--- config.mk ---
export PLATFORM = sky130hd
export DESIGN_NAME = agendador_conversor_bcd
export DESIGN_NICKNAME = d
export VERILOG_FILES = /design/src/rtl/agendador_conversor_bcd.sv
export SDC_FILE = /design/constraint.sdc
export NUM_CORES = 1
export LEC_CHECK = 0
export ABC_AREA = 1
export CAP_MARGIN = 10
export CORE_AREA = 2 2 96 107
export DETAILED_ROUTE_END_ITERATION = 8
export DIE_AREA = 0 0 98 109
export MAX_ROUTING_LAYER = met4
export PLACE_DENSITY = 0.78
export SLEW_MARGIN = 10
export SYNTH_ARGS = -nofsm -noshare
export SYNTH_HDL_FRONTEND = slang
export SYNTH_SLANG_ARGS = --single-unit
--- constraint.sdc ---
create_clock -name clk -period 2.4 [get_ports clk]
set_input_delay 0.48 -clock clk [delete_from_list [all_inputs] [get_ports clk]]
set_output_delay 0.48 -clock clk [all_outputs]
set_load 0.02 [all_outputs]
--- src/rtl/agendador_conversor_bcd.sv ---
// -----------------------------------------------------------------------------
// agendador_conversor_bcd
// Round-robin scheduler that shares one binary-to-BCD conversion core among
// NUM_CANAIS requesters. One request is serviced at a time. Each request
// follows the sequence grant -> core start -> wait for the core (with a
// timeout) -> deliver the result to the owning channel.
//
// Ports
//   clk                 rising-edge clock
//   reset               synchronous, active-high reset
//   req_valido          per-channel request, held until req_pronto
//   req_dados           packed operands; channel i at [i*LARGURA_ENTRADA +: LARGURA_ENTRADA]
//   req_pronto          one-hot, one-cycle accept pulse
//   resp_valido         one-hot, one-cycle result pulse to the owning channel
//   resp_bcd            shared result bus, held until the next delivery
//   resp_erro           timeout flag, qualified by resp_valido
//   core_iniciar        one-cycle start pulse to the conversion core
//   core_entrada        operand to the core, held while the core is busy
//   core_saida_bcd      core result
//   core_dados_validos  core one-cycle done pulse
//   ocupado             high whenever the scheduler is not idle
//   total_conversoes    count of delivered responses (valid or timeout), wraps
// The external core must be reset from the same source (reset_n = ~reset).
// -----------------------------------------------------------------------------
module agendador_conversor_bcd #(
    parameter int unsigned NUM_CANAIS       = 4,
    parameter int unsigned LARGURA_ENTRADA  = 16,
    parameter int unsigned DIGITOS_DECIMAIS = 4,
    parameter int unsigned LIMITE_ESPERA    = 255
) (
    input  logic                                  clk,
    input  logic                                  reset,
    input  logic [NUM_CANAIS-1:0]                 req_valido,
    input  logic [NUM_CANAIS*LARGURA_ENTRADA-1:0] req_dados,
    output logic [NUM_CANAIS-1:0]                 req_pronto,
    output logic [NUM_CANAIS-1:0]                 resp_valido,
    output logic [DIGITOS_DECIMAIS*4-1:0]         resp_bcd,
    output logic                                  resp_erro,
    output logic                                  core_iniciar,
    output logic [LARGURA_ENTRADA-1:0]            core_entrada,
    input  logic [DIGITOS_DECIMAIS*4-1:0]         core_saida_bcd,
    input  logic                                  core_dados_validos,
    output logic                                  ocupado,
    output logic [15:0]                           total_conversoes
);

    localparam int unsigned LARG_IDX  = (NUM_CANAIS > 1) ? $clog2(NUM_CANAIS) : 1;
    localparam int unsigned LARG_CONT = $clog2(LIMITE_ESPERA + 1);
    localparam int unsigned LARG_BCD  = DIGITOS_DECIMAIS * 4;
    localparam logic [LARG_CONT-1:0] CONT_LIMITE = LARG_CONT'(LIMITE_ESPERA - 1);

    typedef enum logic [1:0] {
        OCIOSO  = 2'd0,
        INICIA  = 2'd1,
        AGUARDA = 2'd2,
        ENTREGA = 2'd3
    } estado_t;

    estado_t                    estado_q, estado_d;
    logic [LARG_IDX-1:0]        prioridade_q, prioridade_d;
    logic [LARG_IDX-1:0]        canal_q, canal_d;
    logic [LARG_CONT-1:0]       cont_q, cont_d;
    logic [NUM_CANAIS-1:0]      req_pronto_q, req_pronto_d;
    logic [NUM_CANAIS-1:0]      resp_valido_q, resp_valido_d;
    logic [LARG_BCD-1:0]        resp_bcd_q, resp_bcd_d;
    logic                       resp_erro_q, resp_erro_d;
    logic                       core_iniciar_q, core_iniciar_d;
    logic [LARGURA_ENTRADA-1:0] core_entrada_q, core_entrada_d;
    logic                       ocupado_q, ocupado_d;
    logic [15:0]                total_q, total_d;

    // Unpacked view of the packed operand bus
    logic [LARGURA_ENTRADA-1:0] operandos [NUM_CANAIS];

    for (genvar g = 0; g < NUM_CANAIS; g++) begin : g_operandos
        assign operandos[g] = req_dados[g*LARGURA_ENTRADA +: LARGURA_ENTRADA];
    end

    // Round-robin search: first requester at or above the priority pointer
    logic                achou;
    logic [LARG_IDX-1:0] escolhido;
    logic [LARG_IDX-1:0] candidato;

    always_comb begin
        achou     = 1'b0;
        escolhido = '0;
        candidato = '0;
        for (int unsigned k = 0; k < NUM_CANAIS; k++) begin
            candidato = LARG_IDX'((32'(prioridade_q) + k) % NUM_CANAIS);
            if (!achou && req_valido[candidato]) begin
                achou     = 1'b1;
                escolhido = candidato;
            end
        end
    end

    // Next-state and registered-output logic
    always_comb begin
        estado_d       = estado_q;
        prioridade_d   = prioridade_q;
        canal_d        = canal_q;
        cont_d         = cont_q;
        req_pronto_d   = '0;
        resp_valido_d  = '0;
        resp_bcd_d     = resp_bcd_q;
        resp_erro_d    = resp_erro_q;
        core_iniciar_d = 1'b0;
        core_entrada_d = core_entrada_q;
        total_d        = total_q;

        unique case (estado_q)
            OCIOSO: begin
                if (achou) begin
                    estado_d       = INICIA;
                    canal_d        = escolhido;
                    prioridade_d   = LARG_IDX'((32'(escolhido) + 1) % NUM_CANAIS);
                    core_entrada_d = operandos[escolhido];
                    // Registered, so these appear during the INICIA cycle
                    req_pronto_d   = NUM_CANAIS'(1) << escolhido;
                    core_iniciar_d = 1'b1;
                end
            end

            INICIA: begin
                estado_d = AGUARDA;
                cont_d   = '0;
            end

            AGUARDA: begin
                // Valid data takes precedence over a timeout in the same cycle
                if (core_dados_validos) begin
                    estado_d      = ENTREGA;
                    resp_bcd_d    = core_saida_bcd;
                    resp_erro_d   = 1'b0;
                    resp_valido_d = NUM_CANAIS'(1) << canal_q;
                    total_d       = total_q + 16'd1;
                end else if (cont_q == CONT_LIMITE) begin
                    estado_d      = ENTREGA;
                    resp_bcd_d    = '0;
                    resp_erro_d   = 1'b1;
                    resp_valido_d = NUM_CANAIS'(1) << canal_q;
                    total_d       = total_q + 16'd1;
                end else begin
                    cont_d = cont_q + LARG_CONT'(1);
                end
            end

            ENTREGA: begin
                estado_d = OCIOSO;
                cont_d   = '0;
            end

            default: estado_d = OCIOSO;
        endcase

        ocupado_d = (estado_d != OCIOSO);
    end

    // State register
    always_ff @(posedge clk) begin
        if (reset) begin
            estado_q       <= OCIOSO;
            prioridade_q   <= '0;
            canal_q        <= '0;
            cont_q         <= '0;
            req_pronto_q   <= '0;
            resp_valido_q  <= '0;
            resp_bcd_q     <= '0;
            resp_erro_q    <= 1'b0;
            core_iniciar_q <= 1'b0;
            core_entrada_q <= '0;
            ocupado_q      <= 1'b0;
            total_q        <= '0;
        end else begin
            estado_q       <= estado_d;
            prioridade_q   <= prioridade_d;
            canal_q        <= canal_d;
            cont_q         <= cont_d;
            req_pronto_q   <= req_pronto_d;
            resp_valido_q  <= resp_valido_d;
            resp_bcd_q     <= resp_bcd_d;
            resp_erro_q    <= resp_erro_d;
            core_iniciar_q <= core_iniciar_d;
            core_entrada_q <= core_entrada_d;
            ocupado_q      <= ocupado_d;
            total_q        <= total_d;
        end
    end

    assign req_pronto       = req_pronto_q;
    assign resp_valido      = resp_valido_q;
    assign resp_bcd         = resp_bcd_q;
    assign resp_erro        = resp_erro_q;
    assign core_iniciar     = core_iniciar_q;
    assign core_entrada     = core_entrada_q;
    assign ocupado          = ocupado_q;
    assign total_conversoes = total_q;

endmodule

# == After elaboration in Yosys (flattened, before gate mapping) ==
# Index checks and enable logic that the tools add are counted.
# classes
reduce_logical,17
n_eq_ne,6
order_cmp,5
n_bitwise,4
n_addsub,6
mux,35
n_shift,2
# ops
operator,count
$mux 16,6
$bmux 16 s2,1
$add 16x1->16 const B,1
$mux 8,2
$pmux 8 s2,1
$mux 2,7
$lt 2x3->1 const B,4
$mux 1,11
$add 8x1->8 const B,1
$bmux 1 s2,4
$eq 8x8->1 const B,1
$mux 4,2
$pmux 2 s4,1
$shl 1x2->4 const A,2
$reduce_bool 2->1,3
$reduce_or 2->1,3
$add 2x1->2 const B,2
$add 2x2->2 const B,2
$eq 2x2->1 const B,2
$ne 2x2->1 const B,2
$reduce_and 2->1,2
$ge 3x3->1 const B,1
$logic_and 1x1->1,3
$logic_not 1->1,3
other kinds (6),8
# totals
register_bits,73
wordCells,87

# == Depth between registers and ports, before layout ==
# Gate-level depths: netlist of run 1.
# logic_depth
depth_word,16
ltp_mapped,16

# == Least setup slack after synthesis of run 1 ==
# No wires, ideal clock.
# synth_path
path_type,register to register
from,register estado_q[0]
to,"register total_q[10], in the netlist total_conversoes[10]"
path_stages_with_launch,13
slack_ns,0.484
arrival_ns,1.801
n_path_buf,1
synth_period_minus_slack_ns,1.916
required_time_ns,2.285
cell_sequence,dfxtp_1 > inv_1 > ha_1 > buf_2 > nand4_1 > o21ai_4 > inv_4 > nor2_4 > nand2_1 > nor3_2 > nand3_1 > nand2_1 > nor2_1
# synth_via
elab_chain_cells,2
# synth_rtl
item,line_no,source
start: declaration,59,"estado_t estado_q, estado_d;"
start signal: assignment,175,estado_q <= estado_d;
$eq 2x2->1,111,unique case (estado_q)
$reduce_and 2->1 (no source line),n/a,
end signal: assignment,186,total_q <= total_d;
end: declaration,70,"logic [15:0] total_q, total_d;"
# No other way between the ends.
# A chain may end at the register's enable or synchronous reset.

# == Final worst setup path of run 1 ==
# Ends and elaborated chain as after synthesis.

==> results of run 1 <==
[per-stage QoR]
| step | std cells | TNS, ps |
|---|---|---|
| after floorplan | 635 | 0 |
| after global placement | 881 | 0 |
| after detailed placement | 881 | -73.3 |
| after CTS | 895 | 0 |
| after global routing | 895 | 0 |
| final | 895 | 0 |
[final cells by class]
class                           instances  area [um2]  area share
Clock inverter                          3        17.5     0.00296
Multi-Input combinational cell        405        2080       0.352
Tap cell                              120         150      0.0254
Clock buffer                           11         151      0.0256
Timing Repair Buffer                  157        1570       0.266
Sequential cell                        73        1460       0.247
Inverter                              126         480      0.0812
[metal layers]
metal | wire [um] | GRT usage
met4 | 262 | 0.0982
met2 | 5450 | 0.370
met5 | 0 | -
met3 | 862 | 0.0372
met1 | 4840 | 0.264
[worst max-delay path, stage by stage (launching register included)]
cell	delay (ps)
dfxtp_1	330
inv_1	150
ha_1	250
nand4_1	170
o21ai_4	350
inv_4	130
nor2_4	120
nand2_1	130
nor3_2	200
nand3_1	90
nand2_1	70
nor2_1	40
[worst paths after layout]
path,from,endpoint,slack [ps],cells past startpoint
min,canal_q[1],resp_valido[1],460,1
min reg2reg,canal_q[1],resp_valido[1],460,1
max reg2reg,estado_q[0],total_conversoes[10],260,11
max,estado_q[0],total_conversoes[10],260,11
[repair_timing]
action                                  4_1_cts  5_1_grt
gates resized for setup                       0        1
endpoints found under the setup margin        0        1
hold buffers                                  0        0
[report_power, final]
part	switching, mW	total, mW	internal [mW]
clock network	0.414	0.830	0.416
registers	0.167	1.63	1.47
logic	2.17	3.57	1.40
[cells in the final DEF, fill, tap and decap left out, types with 3 or more instances in the layout]
master,instances
buf_4,9
nor4_1,5
dfxtp_1,72
clkdlybuf4s50_1,144
nand3_2,3
inv_2,4
nand2_1,120
clkbuf_8,11
inv_1,120
o21ai_1,7
a21oi_1,37
nor3_1,10
nor3_2,3
nand4_1,37
nand3_1,75
buf_12,3
nand2_2,8
nand2_4,5
nor2_1,57
ha_1,8
o21ai_0,13
[state kept, by name, indices dropped and copies added (netlist names)]
| signal | flops |
|---|---|
| cont_q | 8 |
| core_iniciar | 1 |
| prioridade_q | 2 |
| req_pronto | 4 |
| resp_valido | 4 |
| resp_erro | 1 |
| estado_q | 2 |
| ocupado | 1 |
| core_entrada | 16 |
| canal_q | 2 |
| resp_bcd | 16 |
| total_conversoes | 16 |
[cell families (layout without fill, tap and decap cells)]
logic type / Yosys count / in the layout
AO/OA/AOI/OAI: 63 / 63
flip-flops: 73 / 73
buffers and inverters: 157 / 297
XOR/XNOR: 4 / 4
AND/OR/NAND/NOR: 330 / 330
adder cells (fa/ha/maj): 8 / 8
==> results by group, run 1 <==
Outcome
  – Status: complete, no violations

Synthesis
  – Synthesized flop and latch total: 73
  – Post-synth top cells: 120 x inv_1, 120 x nand2_1, 75 x nand3_1
  – Post-synth EDFFs: 0
  – Post-synthesis sequential area ratio: 0.347
  – Main combinational cell family by area after synthesis: simple AND/OR/NAND/NOR gates
  – Post-Synth XOR/XNOR Area: 0.00833
  – Top-area cell type share of the netlist area: 0.347
  – YS warnings: 0
  – Area contributors post-synth: dfxtp_1 35%, inv_1 11%, nand2_1 11%
  – Synth area leader: dfxtp_1
  – Syn Std Cell Area: 0.00421 mm2
  – Compound-Gate Fraction of Synth Area: 0.0812
  – Post-Syn Nets: 730
  – Mux share of post-synthesis cell area: 0
  – Number of distinct library cells after synthesis: 36
  – Simple logic cell fraction of the synthesized area: 0.382
  – Top_reg_cell synth: dfxtp_1
  – Post-synth ARST share: 0
  – Post-synthesis adder-cell area fraction: 0.0238
  – Mapped Avg Cell Area: ~6.6 um2
  – Mapped Cells: 635

Floorplan
  – Core area: 0.00965 mm2
  – Initial Utilization: 0.436
  – DIE AREA: ~0.011 mm2
  – IO Pins: 146
  – Die Ht: roughly 110 um
  – Row count: 38
  – Die Width: 98 um

CTS
  – Clock transition at path regs: around 70 ps
  – H-tree Lvls: 3
  – Postcts setup bufs: 0
  – CTS Buf Count: 9
  – CTS tree: yes
  – Clock Latency Late Sink: 330 ps
  – Sink Count: 73
  – Clock Tree Buf Depth: 2
  – CTS root buf: clkbuf_8

Placed design
  – IO Port Bufs: 145
  – Dpl hpwl: around 8600 um
  – Post-place instance area: 0.00575 mm2
  – Post-place setup slack: -43.4 ps
  – Routability cong.: between 0.9 and 1

STA
  – Tmin final: around 2100 ps
  – RSZ-0062 raised after global routing: false
  – Final period utilization: 0.892
  – Clock skew: 5.39 ps
  – Setup ws final: 259 ps
  – Final setup viols: 0
  – WHS: between 400 and 500 ps
  – Max frequency: between 400 and 500 MHz
  – Slew @ Worst Pin: approximately 540 ps
  – Final hold vios: 0
  – Relative slew slack: 0.639
  – Max Slew Vio Count: 0

Final layout
  – Final net count: around 870
  – Fin util: 0.613
  – P&R area growth vs syn: 40.7%
  – Post-route cell area: 0.00592 mm2
  – Fill cell count: about 870
  – Antenna diode count: 0
  – Layout cell share with drive strength beyond 1: 0.0748

Route
  – ANT nets after route: 0
  – DRC violations left: 0
  – Initial DRC count: around 220
  – Via count: 4548
  – Via/cell ratio: 5.08
  – DR pass1 iterations: 7
  – Average routed wire per standard cell: about 13 um
  – Post-Route WL: around 11000 um

Setup path
  – Req. time, crit path: 2630 ps
  – Worst Path Max Fanout: 10
  – Startpoint types: flop
  – Crit path DAT: between 2000 and 2500 ps
  – Crit. End Element: flop
  – Crit Path Category: flop to flop

Min path
  – Hold Crit Class: flop to flop

GRT
  – Largest net degree at the start of global routing: 50
  – Total GRT Usage: 0.221
  – Global-route wire length before repair: 19100 um
  – GRT overflow: 0
  – Vias in the first global route: between 4000 and 5000
  – Initial antenna violation count: 0

Pwr
  – Pwr Density: approximately 1000 mW/mm2
  – Total power: around 6 mW
  – Peak VDD IR: ~0.00058 V
  – LEAKAGE: approximately 2.7 nW

Flow run
  – Maxcap violations: 0
Power figures use the tool's default switching activity.
==> run 2: changes to the inputs <==
CORE_AREA = 10 10 104 115   (was 2 2 96 107)
DIE_AREA = 0 0 114 125   (was 0 0 98 109)
SKIP_CTS_REPAIR_TIMING = 1   (was default)
SLEW_MARGIN = default   (was 10)
==> run 2 against run 1 <==
Compared with the run above: combinational power up 3%; critical path type unchanged; maximum frequency up 0.31%; global-route usage down 4.1 points; clock-buffer cell count unchanged; utilization up 0.14 points; first-iteration DRC count up 16%; worst setup slack better by 6.6 ps; largest cell class unchanged; highest routed layer unchanged.
==> results by group, run 2 (synthesis results as in run 1) <==
Route
  – DRC violations left: 0 (unchanged)
  – Average routed wire per standard cell: 14.2 um (was 12.8 um)
  – WL met2: 5830 um (was 5450 um)
  – Max Used Layer: met4 (unchanged)
  – DR pass1 iterations: 4 (was 7)
  – ANT nets after route: 0 (unchanged)
  – Via/cell ratio: 5.01 (was 5.08)
  – WL met1: 5710 um (was 4840 um)
  – Post-Route WL: 12700 um (was 11400 um)
  – Initial DRC count: 259 (was 223)
  – Via count: 4490 (was 4548)
  – Metal3 WL: 937 um (was 862 um)

GRT
  – Largest net degree at the start of global routing: 50 (unchanged)
  – Initial antenna violation count: 0 (unchanged)
  – Vias in the first global route: 4479 (was 4355)
  – Total GRT Usage: 0.180 (was 0.221)
  – GRT overflow: 0 (unchanged)
  – Global-route wire length before repair: 20900 um (was 19100 um)

Min path
  – Min-Delay Path Depth: 1 (unchanged)
  – Min-delay src: canal_q[1] (unchanged)
  – Hold Crit Class: flop to flop (unchanged)
  – Worst Hold End: resp_valido[0] (was resp_valido[1])

STA
  – Max frequency: 468 MHz (was 467 MHz)
  – Relative slew slack: 0.643 (was 0.639)
  – Final period utilization: 0.889 (was 0.892)
  – RSZ-0062 raised after global routing: false (unchanged)
  – Max Slew Vio Count: 0 (unchanged)
  – Setup TNS: 0 ps (unchanged)
  – Tmin final: 2130 ps (was 2140 ps)
  – Clock skew: 9.23 ps (was 5.39 ps)
  – Slew @ Worst Pin: 536 ps (was 542 ps)
  – Setup ws final: 265 ps (was 259 ps)
  – Final hold vios: 0 (unchanged)
  – Final setup viols: 0 (unchanged)

Setup path
  – Worst path cell trace: inv_6, nand2_1, nand2_1, nand2_2, nand2_4, nor2_8, nand3_1, nand3_2, nand2_2, buf_4, nand3_1, nand3_1, nand2_1, inv_1 (was inv_1, ha_1, nand4_1, o21ai_4, inv_4, nor2_4, nand2_1, nor3_2, nand3_1, nand2_1, nor2_1)
  – R2R setup slack: 270 ps (was 260 ps)
  – Crit Path Category: flop to flop (unchanged)
  – FF-to-FF Start: prioridade_q[0] (was estado_q[0])
  – Bufs and invs on worst path: 3 (was 2)
  – Crit. End Element: flop (unchanged)
  – Req. time, crit path: 2650 ps (was 2630 ps)
  – Reg2reg end: core_entrada[9] (was total_conversoes[10])
  – Startpoint types: flop (unchanged)
  – Crit-path leading delay family: simple AND/OR/NAND/NOR gates (unchanged)
  – Crit-path slowest cell: dfxtp_1 (was o21ai_4)
  – Worst Path Max Fanout: 17 (was 10)
  – Crit path DAT: 2390 ps (was 2370 ps)
  – Cells on worst reg2reg path: 14 (was 11)
  – Worst setup path start: prioridade_q[0] (was estado_q[0])
  – CP max stage delay: 640 ps (was 350 ps)

Final layout
  – Most frequent cells in the layout: 144 x clkdlybuf4s50_1, 120 x inv_1, 120 x nand2_1 (unchanged)
  – Layout cell share with drive strength beyond 1: 0.0734 (was 0.0748)
  – Leading cell type in the layout, fill and taps excluded: clkdlybuf4s50_1 (unchanged)
  – Final net count: 867 (unchanged)
  – Antenna diode count: 0 (unchanged)
  – P&R area growth vs syn: 41.7% (was 40.7%)
  – Fill cell count: 857 (was 868)

CTS
  – CTS Buf Count: 9 (unchanged)
  – Clock transition at path regs: 80 ps (was 70 ps)
  – H-tree Lvls: 3 (unchanged)
  – CTS tree: yes (unchanged)
  – Clock Tree Buf Depth: 2 (unchanged)
  – Sink Count: 73 (unchanged)
  – Clock Latency Late Sink: 350 ps (was 330 ps)
  – CTS root buf: clkbuf_8 (unchanged)

Pwr
  – LEAKAGE: 2.70 nW (was 2.68 nW)
  – Pwr Density: 1050 mW/mm2 (was 1020 mW/mm2)
  – Total power: 6.26 mW (was 6.04 mW)
  – Peak VDD IR: 0.000632 V (was 0.000581 V)

Floorplan
  – Initial Utilization: 0.434 (was 0.436)
  – Core area: 0.00970 mm2 (was 0.00965 mm2)
  – Die Ht: 125 um (was 109 um)
  – Row count: 38 (unchanged)
  – Die Width: 114 um (was 98 um)
  – DIE AREA: 0.0143 mm2 (was 0.0107 mm2)
  – IO Pins: 146 (unchanged)

Placed design
  – Routability cong.: 0.959 (was 0.965)
  – Dpl hpwl: 9860 um (was 8590 um)
  – IO Port Bufs: 145 (unchanged)
  – Post-place setup slack: 17.5 ps (was -43.4 ps)

Outcome
  – Status: complete, no violations (unchanged)

Flow run
  – Maxcap violations: 0 (unchanged)
run 2: changes by cell type in the layout (fill, tap and decap cells not counted):
| cell | delta |
|---|---|
| clkbuf_8 | -2 |
| dfxtp_2 | -1 |
| buf_4 | -2 |
| buf_12 | +2 |
| clkbuf_1 | +2 |
| dfxtp_1 | +1 |
| clkinv_4 | +1 |
| bufinv_16 | +1 |
run 2: per-stage QoR:
step                      hold slack (ps)  area, um2  instances  utilization
after global routing                  488       5960        897        0.615
after global placement                439       5770        881        0.595
after floorplan                       423       4210        635            -
final                                 459       5960        897        0.615
after detailed placement              449       5770        881        0.595
after CTS                             459       5960        897        0.615
run 2: how the worst max path moves through the flow:
stage / end / slack (ps) / cells past startpoint
global placement: core_entrada[9] / 100 / 14
CTS: core_entrada[12] / 280 / 14
detailed placement: core_entrada[9] / 20 / 14
floorplan: total_conversoes[10] / 480 / 12
finish: core_entrada[9] / 270 / 14
global route: core_entrada[12] / 20 / 12
run 2: cell type report:
type | count | area (um2) | area share
Timing Repair Buffer | 157 | 1600 | 0.268
Inverter | 126 | 480 | 0.0806
Sequential cell | 73 | 1460 | 0.245
Clock buffer | 11 | 131 | 0.0220
Multi-Input combinational cell | 405 | 2080 | 0.349
Tap cell | 120 | 150 | 0.0252
Clock inverter | 5 | 56.3 | 0.00944
run 2: report_power, final:
part	internal, mW	total [mW]	switching, mW
combinational	1.46	3.67	2.21
clock	0.479	0.940	0.461
sequential	1.47	1.64	0.177
total	3.40	6.26	2.85
run 2: per-layer routing:
metal / up-vias / GRT usage
li1: 2290 / -
met1: 1988 / 0.217
met2: 193 / 0.279
met3: 19 / 0.0464
met4: 0 / 0.0760
met5: - / -
